===== config.mk =====
export PLATFORM = sky130hd
export DESIGN_NAME = ds2_pad_responder
export DESIGN_NICKNAME = d
export VERILOG_FILES = /design/src/rtl/ds2_pkg.sv /design/src/rtl/ds2_input_sync.sv /design/src/rtl/ds2_pad_responder.sv
export SDC_FILE = /design/constraint.sdc
export NUM_CORES = 1
export LEC_CHECK = 0
export BUFFER_PORTS_ARGS = -buffer_cell sky130_fd_sc_hd__buf_2
export CAP_MARGIN = 25
export CORE_MARGIN = 2
export CORE_UTILIZATION = 54
export DETAILED_ROUTE_END_ITERATION = 7
export PLACE_DENSITY = 0.77
export SKIP_CTS_REPAIR_TIMING = 1
export SLEW_MARGIN = 20
export SYNTH_ARGS = -nofsm -noshare
export SYNTH_HDL_FRONTEND = slang
export SYNTH_SLANG_ARGS = --single-unit
export TNS_END_PERCENT = 30

===== constraint.sdc =====
create_clock -name clk -period 3.02 [get_ports clk]
set_input_delay 0.302 -clock clk [delete_from_list [all_inputs] [get_ports clk]]
set_output_delay 0.302 -clock clk [all_outputs]
set_load 0.01 [all_outputs]

===== src/rtl/ds2_pkg.sv =====
`default_nettype none
// ============================================================================
// Module      : ds2_pkg
// Description : Shared DualShock2 protocol constants, state encoding and
//               button bit positions.
// Revision    : 1.0 - initial release
// ============================================================================
package ds2_pkg;

    localparam logic [7:0] c_id_digital   = 8'h41;
    localparam logic [7:0] c_id_analog    = 8'h73;
    localparam logic [7:0] c_id_config    = 8'hF3;
    localparam logic [7:0] c_hdr_5a       = 8'h5A;
    localparam logic [7:0] c_reply_idle   = 8'hFF;

    localparam logic [7:0] c_cmd_start    = 8'h01;
    localparam logic [7:0] c_cmd_poll     = 8'h42;
    localparam logic [7:0] c_cmd_config   = 8'h43;
    localparam logic [7:0] c_cmd_set_mode = 8'h44;

    typedef enum logic [1:0] {
        ST_IDLE    = 2'd0,
        ST_HDR     = 2'd1,
        ST_PAYLOAD = 2'd2,
        ST_IGNORE  = 2'd3
    } ds2_state_e;

    localparam int unsigned c_btn_select   = 0;
    localparam int unsigned c_btn_l3       = 1;
    localparam int unsigned c_btn_r3       = 2;
    localparam int unsigned c_btn_start    = 3;
    localparam int unsigned c_btn_up       = 4;
    localparam int unsigned c_btn_right    = 5;
    localparam int unsigned c_btn_down     = 6;
    localparam int unsigned c_btn_left     = 7;
    localparam int unsigned c_btn_l2       = 8;
    localparam int unsigned c_btn_r2       = 9;
    localparam int unsigned c_btn_l1       = 10;
    localparam int unsigned c_btn_r1       = 11;
    localparam int unsigned c_btn_triangle = 12;
    localparam int unsigned c_btn_circle   = 13;
    localparam int unsigned c_btn_cross    = 14;
    localparam int unsigned c_btn_square   = 15;

endpackage
`default_nettype wire


===== src/rtl/ds2_input_sync.sv =====
`default_nettype none
// ============================================================================
// Module      : ds2_input_sync
// Description : Two-flop synchronizer with rise/fall pulses for one pad line.
// Revision    : 1.0 - initial release
// ============================================================================
module ds2_input_sync #(
    parameter logic RESET_VAL = 1'b1
) (
    input  logic clk,
    input  logic rst,
    input  logic i_async,
    output logic o_sync,
    output logic o_rise,
    output logic o_fall
);

    logic r_meta;
    logic r_sync;
    logic r_prev;

    always_ff @(posedge clk) begin
        if (rst) begin
            r_meta <= RESET_VAL;
            r_sync <= RESET_VAL;
            r_prev <= RESET_VAL;
        end else begin
            r_meta <= i_async;
            r_sync <= r_meta;
            r_prev <= r_sync;
        end
    end

    assign o_sync = r_sync;
    assign o_rise = r_sync & ~r_prev;
    assign o_fall = ~r_sync & r_prev;

endmodule
`default_nettype wire


===== src/rtl/ds2_pad_responder.sv =====
`default_nettype none
// ============================================================================
// Module      : ds2_pad_responder
// Description : Device-side DualShock2 emulation answering host transactions.
// Revision    : 1.0 - initial release
// ============================================================================
module ds2_pad_responder
    import ds2_pkg::*;
#(
    parameter int unsigned ACK_DELAY      = 8,
    parameter int unsigned ACK_WIDTH      = 60,
    parameter logic        ANALOG_DEFAULT = 1'b0
) (
    input  logic        clk,
    input  logic        rst,
    input  logic        ds2_att,
    input  logic        ds2_clk,
    input  logic        ds2_cmd,
    input  logic [15:0] buttons,
    input  logic [7:0]  stick_rx,
    input  logic [7:0]  stick_ry,
    input  logic [7:0]  stick_lx,
    input  logic [7:0]  stick_ly,
    output logic        ds2_dat,
    output logic        ds2_ack,
    output logic        analog_mode,
    output logic        config_mode,
    output logic        selected
);

    logic w_att_lvl, w_att_rise, w_att_fall;
    logic w_clk_lvl_unused, w_clk_rise, w_clk_fall;
    logic w_cmd_lvl, w_cmd_rise_unused, w_cmd_fall_unused;

    ds2_input_sync #(.RESET_VAL(1'b1)) u_sync_att (
        .clk(clk), .rst(rst), .i_async(ds2_att),
        .o_sync(w_att_lvl), .o_rise(w_att_rise), .o_fall(w_att_fall)
    );
    ds2_input_sync #(.RESET_VAL(1'b1)) u_sync_clk (
        .clk(clk), .rst(rst), .i_async(ds2_clk),
        .o_sync(w_clk_lvl_unused), .o_rise(w_clk_rise), .o_fall(w_clk_fall)
    );
    ds2_input_sync #(.RESET_VAL(1'b1)) u_sync_cmd (
        .clk(clk), .rst(rst), .i_async(ds2_cmd),
        .o_sync(w_cmd_lvl), .o_rise(w_cmd_rise_unused), .o_fall(w_cmd_fall_unused)
    );

    ds2_state_e  r_state, w_state_next;
    logic [3:0]  r_byte_idx;
    logic [2:0]  r_bit_cnt;
    logic [6:0]  r_rx;
    logic [7:0]  r_tx;
    logic [7:0]  r_cmd;
    logic        r_dat;
    logic        r_ack;
    logic        r_ack_pend;
    logic [15:0] r_ack_dly;
    logic [15:0] r_ack_wid;
    logic [15:0] r_snap_btn;
    logic [7:0]  r_snap_rx, r_snap_ry, r_snap_lx, r_snap_ly;
    logic        r_analog, r_config;
    logic        r_stage_cfg_vld, r_stage_cfg;
    logic        r_stage_ana_vld, r_stage_ana;
    logic        r_byte3_done;

    logic [7:0]  w_rx_byte, w_id, w_reply_next, w_payload_poll;
    logic [3:0]  w_idx_next, w_len, w_last, w_payload_idx;
    logic        w_engine_on, w_byte_done, w_hdr_bad, w_ack_start, w_poll_like;

    assign w_rx_byte   = {w_cmd_lvl, r_rx};
    assign w_engine_on = (r_state == ST_HDR) || (r_state == ST_PAYLOAD);
    assign w_byte_done = w_engine_on && w_clk_rise && (r_bit_cnt == 3'd7)
                         && !w_att_rise && !w_att_fall;
    assign w_hdr_bad   = (r_state == ST_HDR) && (r_byte_idx == 4'd0)
                         && (w_rx_byte != c_cmd_start);
    assign w_id        = r_config ? c_id_config : (r_analog ? c_id_analog : c_id_digital);
    // Payload length is twice the ID low nibble; the last payload byte gets no ACK.
    assign w_len       = {w_id[2:0], 1'b0};
    assign w_last      = 4'd2 + w_len;
    assign w_idx_next  = (r_byte_idx == 4'hF) ? 4'hF : r_byte_idx + 4'd1;
    assign w_ack_start = w_byte_done && !w_hdr_bad && (r_byte_idx < w_last);
    assign w_poll_like = (r_cmd == c_cmd_poll) || ((r_cmd == c_cmd_config) && !r_config);

    always_comb begin
        w_payload_idx = w_idx_next - 4'd3;
        case (w_payload_idx)
            4'd0:    w_payload_poll = r_snap_btn[7:0];
            4'd1:    w_payload_poll = r_snap_btn[15:8];
            4'd2:    w_payload_poll = r_snap_rx;
            4'd3:    w_payload_poll = r_snap_ry;
            4'd4:    w_payload_poll = r_snap_lx;
            4'd5:    w_payload_poll = r_snap_ly;
            default: w_payload_poll = c_reply_idle;
        endcase
        w_reply_next = c_reply_idle;
        if (w_idx_next == 4'd1)
            w_reply_next = w_id;
        else if (w_idx_next == 4'd2)
            w_reply_next = c_hdr_5a;
        else if ((w_idx_next >= 4'd3) && (w_idx_next <= w_last))
            w_reply_next = w_poll_like ? w_payload_poll : 8'h00;
    end

    always_ff @(posedge clk) begin
        if (rst) r_state <= ST_IDLE;
        else     r_state <= w_state_next;
    end

    // Select edges take priority over any serial clock edge in the same cycle.
    always_comb begin
        w_state_next = r_state;
        if (w_att_fall)
            w_state_next = ST_HDR;
        else if (w_att_rise)
            w_state_next = ST_IDLE;
        else begin
            case (r_state)
                ST_HDR: begin
                    if (w_byte_done) begin
                        if (w_hdr_bad)
                            w_state_next = ST_IGNORE;
                        else if (r_byte_idx == 4'd2)
                            w_state_next = ST_PAYLOAD;
                    end
                end
                default: w_state_next = r_state;
            endcase
        end
    end

    always_ff @(posedge clk) begin
        if (rst) begin
            r_byte_idx      <= '0;
            r_bit_cnt       <= '0;
            r_rx            <= '0;
            r_tx            <= c_reply_idle;
            r_cmd           <= '0;
            r_dat           <= 1'b1;
            r_ack           <= 1'b1;
            r_ack_pend      <= 1'b0;
            r_ack_dly       <= '0;
            r_ack_wid       <= '0;
            r_snap_btn      <= '1;
            r_snap_rx       <= '0;
            r_snap_ry       <= '0;
            r_snap_lx       <= '0;
            r_snap_ly       <= '0;
            r_analog        <= ANALOG_DEFAULT;
            r_config        <= 1'b0;
            r_stage_cfg_vld <= 1'b0;
            r_stage_cfg     <= 1'b0;
            r_stage_ana_vld <= 1'b0;
            r_stage_ana     <= 1'b0;
            r_byte3_done    <= 1'b0;
        end else if (w_att_fall) begin
            r_snap_btn      <= ~buttons;
            r_snap_rx       <= stick_rx;
            r_snap_ry       <= stick_ry;
            r_snap_lx       <= stick_lx;
            r_snap_ly       <= stick_ly;
            r_byte_idx      <= '0;
            r_bit_cnt       <= '0;
            r_tx            <= c_reply_idle;
            r_dat           <= 1'b1;
            r_ack           <= 1'b1;
            r_ack_pend      <= 1'b0;
            r_stage_cfg_vld <= 1'b0;
            r_stage_ana_vld <= 1'b0;
            r_byte3_done    <= 1'b0;
        end else if (w_att_rise) begin
            r_dat      <= 1'b1;
            r_ack      <= 1'b1;
            r_ack_pend <= 1'b0;
            if (r_byte3_done) begin
                if (r_stage_cfg_vld) r_config <= r_stage_cfg;
                if (r_stage_ana_vld) r_analog <= r_stage_ana;
            end
            r_stage_cfg_vld <= 1'b0;
            r_stage_ana_vld <= 1'b0;
            r_byte3_done    <= 1'b0;
        end else begin
            if (r_ack_pend) begin
                if (r_ack_dly == '0) begin
                    r_ack      <= 1'b0;
                    r_ack_wid  <= 16'(ACK_WIDTH - 1);
                    r_ack_pend <= 1'b0;
                end else begin
                    r_ack_dly <= r_ack_dly - 16'd1;
                end
            end else if (!r_ack) begin
                if (r_ack_wid == '0) r_ack <= 1'b1;
                else                 r_ack_wid <= r_ack_wid - 16'd1;
            end

            if (w_engine_on) begin
                if (w_clk_fall)
                    r_dat <= r_tx[r_bit_cnt];
                if (w_clk_rise) begin
                    r_rx      <= w_rx_byte[7:1];
                    r_bit_cnt <= r_bit_cnt + 3'd1;
                end
                if (w_byte_done) begin
                    r_byte_idx <= w_idx_next;
                    r_tx       <= w_reply_next;
                    r_dat      <= 1'b1;
                    if (r_byte_idx == 4'd1)
                        r_cmd <= w_rx_byte;
                    if (r_byte_idx == 4'd3) begin
                        r_byte3_done <= 1'b1;
                        if (r_cmd == c_cmd_config) begin
                            if (!r_config && (w_rx_byte == 8'h01)) begin
                                r_stage_cfg_vld <= 1'b1;
                                r_stage_cfg     <= 1'b1;
                            end else if (r_config && (w_rx_byte == 8'h00)) begin
                                r_stage_cfg_vld <= 1'b1;
                                r_stage_cfg     <= 1'b0;
                            end
                        end else if ((r_cmd == c_cmd_set_mode) && r_config) begin
                            r_stage_ana_vld <= 1'b1;
                            r_stage_ana     <= w_rx_byte[0];
                        end
                    end
                    if (w_ack_start) begin
                        r_ack_pend <= 1'b1;
                        r_ack_dly  <= 16'(ACK_DELAY + 1);
                    end
                end
            end
        end
    end

    assign ds2_dat     = r_dat;
    assign ds2_ack     = r_ack;
    assign analog_mode = r_analog;
    assign config_mode = r_config;
    assign selected    = ~w_att_lvl;

endmodule
`default_nettype wire


==> impl_metrics.toml <==
[pwr]
power-per-cell-area_nw_per_um2 = 528
clkPwrFrac = 0.499
peakVddDrop_mv = 0.517
power.total_uw = 3800
p_sw_frac = 0.209
combinationalPowerShare = 0.038
power_frac_seq = 0.463
power_switching_uw = 795
p_leak_uw = 0.00282
internal-power_uw = 3000

[detailed_routing]
wl_per_cell_um = 15.2
drt_pass1_iterations = 5
dr_total_vias = 5116
viasPerCell = 5.70
drc = 0
antenna_left = 0
drt-total-wl_um = 13600
drt_iter0_markers = 320

[finish]
area_delta_synth_final_pct = 16.5
stdcell_area_um2 = 7190
diodes = 0
fill_cells = 973
mostFrequentLayoutCells = "dfxtp_1 (130), nor2_1 (103), mux2i_1 (59)"
drive_gt1_frac = 0.180
final_common_cell = "dfxtp_1"
fin_nets = 814

[yosys]
synth_top_flop_cell = "dfxtp_1"
netlist_area_um2 = 6170
yosys-mux-area-fraction = 0.103
yosys_warnings = 0
synth_cell_type_count = 67
synthAdderAreaFrac = 0.0324
synth_cells = 688
avgSynthCellArea_um2 = 8.97
synth_edf_count = 0
postSynth.asyncResetShare = 0
synth_top_family_by_area = "simple AND/OR/NAND/NOR gates"
synth_compound_area_frac = 0.138
synth-seq-area-share = 0.422
syn-num-nets = 757
yosys_register_bits = 130
synth_xor_area_frac = 0.0426
yosys.area_share.simple = 0.226

[setup_path]
worst_ep_required_time_ns = 3.32
start_kind = "register"
crit_chain = "ha_1, and3b_1, or2_2, clkinv_1, ha_1, o21ai_0, a22oi_1, or2_2, nor2_2, nand4_1, a221o_1"
cp_top_family = "simple AND/OR/NAND/NOR gates"
slowest_delay_ns = 0.37
cp_num_buf_inv = 1
cpMaxStageDelayCell = "or2_2"
cp_max_fo = 6
end_kind = "register"
criticalPathCategory = "register to register"
cp.arrival_ns = 3.12

[sta]
setup_viol = 0
rsz0062_at_grt = "false"
clock_skew_ns = 0.00722
hold_ws_ns = 0.0725
final.min_clock_period_ns = 2.82
hold_violations = 0
finalSetupTns_ns = 0
drv_slew = 0
fmaxAchievable_ghz = 0.355
setup_slack_ns = 0.201
post-route-period-util = 0.933
slew_headroom = 0.424
tightest_slew_ns = 0.860

[clock_tree]
clockRootBuffer = "clkbuf_16"
htreeDepth = 4
cts_buffer_depth = 2
clock-sinks = 130
cts_tree = "yes"
worst_skew_pair.late_latency_ns = 0.42
numCtsBuffers = 17
cts.reportedPaths.clkPinSlew_ns = 0.05

[floorplan]
dieWidth_um = 111
die-area_um2 = 12300
core_um2 = 11300
ios = 58
die_y_um = 111
start_util = 0.547
fp-row-count = 39

[global_routing]
grt.total_usage = 0.231
antenna_found_initial = 0
grt_pass1_vias = 5036
grt-ovfl-total = 0
grt_max_degree = 69
grt_pass1_wl_um = 23300

[flow_run]
cap_viol_max_count = 0

[hold_path]
holdCritPathClass = "input pin to register"

[place]
place_ws_ns = 0.162
hpwl_um = 9620
io_buffer_count = 57
dpl_cell_area_um2 = 6640
gp_congestion = 0.922

[status]
status = "complete, no violations"
==> flip-flops by register name (all words and copies together) (netlist names), 2 cells and up <==
| name | flops |
|---|---|
| r_ack_wid | 16 |
| r_state | 2 |
| r_snap_ry | 8 |
| r_snap_rx | 8 |
| r_bit_cnt | 3 |
| r_byte_idx | 4 |
| r_snap_lx | 8 |
| r_snap_ly | 8 |
| r_snap_btn | 16 |
| r_rx | 7 |
| r_ack_dly | 16 |
| r_tx | 8 |
| r_cmd | 8 |
==> final timing paths <==
kind | depth (start not counted) | slack, ns | start | endpoint
max | 11 | 0.20 | r_byte_idx[0] | r_tx[1]
min | 2 | 0.07 | ds2_cmd | u_sync_cmd.r_meta
max reg2reg | 11 | 0.20 | r_byte_idx[0] | r_tx[1]
min reg2reg | 1 | 0.41 | u_sync_cmd.r_meta | u_sync_cmd.o_sync
==> cell type report <==
cell class / count / area [µm²] / share of cell area
flip-flops and latches: 130 / 2600 / 0.362
inverters: 19 / 71.3 / 0.00993
clock buffers: 22 / 484 / 0.0674
multi-input cells: 499 / 3350 / 0.466
repair buffers: 78 / 443 / 0.0616
clock inverters: 6 / 57.6 / 0.00801
well taps: 143 / 179 / 0.0249
==> cell usage after synthesis, types with 3 or more instances <==
library cell | number | area share
nor2_1 | 104 | 0.063
nand2b_1 | 23 | 0.023
a211oi_1 | 11 | 0.013
a22oi_1 | 3 | 0.0037
dfxtp_1 | 130 | 0.42
a221o_1 | 4 | 0.0065
a222oi_1 | 7 | 0.011
a211o_1 | 6 | 0.0085
nand3_1 | 12 | 0.0097
xor2_1 | 16 | 0.023
nor4_1 | 11 | 0.011
inv_1 | 18 | 0.011
a21oi_1 | 24 | 0.019
o21a_1 | 4 | 0.0049
nor3_1 | 13 | 0.011
nor4b_1 | 5 | 0.0071
clkbuf_1 | 37 | 0.023
ha_1 | 16 | 0.032
or2_2 | 12 | 0.012
a21o_1 | 3 | 0.0037
o211ai_1 | 8 | 0.0097
a31oi_1 | 5 | 0.0051
a2bb2oi_1 | 4 | 0.0057
mux2i_1 | 59 | 0.096
nand2_1 | 44 | 0.027
nand4_1 | 8 | 0.0081
nor3b_1 | 6 | 0.0073
xnor2_1 | 14 | 0.020
and3_1 | 5 | 0.0051
o21ai_0 | 20 | 0.016
nor2b_1 | 8 | 0.0081
==> power by group through the flow <==
stage                     Clock [µW]  Combinational (µW)  Sequential, µW
after floorplan                    0                90.5            1790
after global placement             0                 139            1790
after detailed placement           0                 145            1790
after CTS                       1930                 145            1760
after global routing            2000                 161            1760
final                           1890                 144            1760
==> stage by stage <==
stage,std cells,util
after floorplan,688,-
after global placement,869,0.589
after detailed placement,869,0.589
after CTS,897,0.637
after global routing,897,0.637
final,897,0.637
==> metal layers <==
metal | share of wire | global-route usage | vias to the layer above
li1 | - | - | 2555
met5 | 0 | 0 | -
met4 | 0.018 | 0.0933 | 0
met3 | 0.039 | 0.0519 | 24
met2 | 0.49 | 0.385 | 115
met1 | 0.46 | 0.291 | 2422
==> cells by family after synthesis <==
kind of cell	Yosys count
xor gates and xnor gates	30
DFF	130
muxes	61
buffers and inverters	59
and+or+nand+nor	273
adders and majority gates	16
AOI/OAI and AO/OA	119
Power figures use the tool's default switching activity.
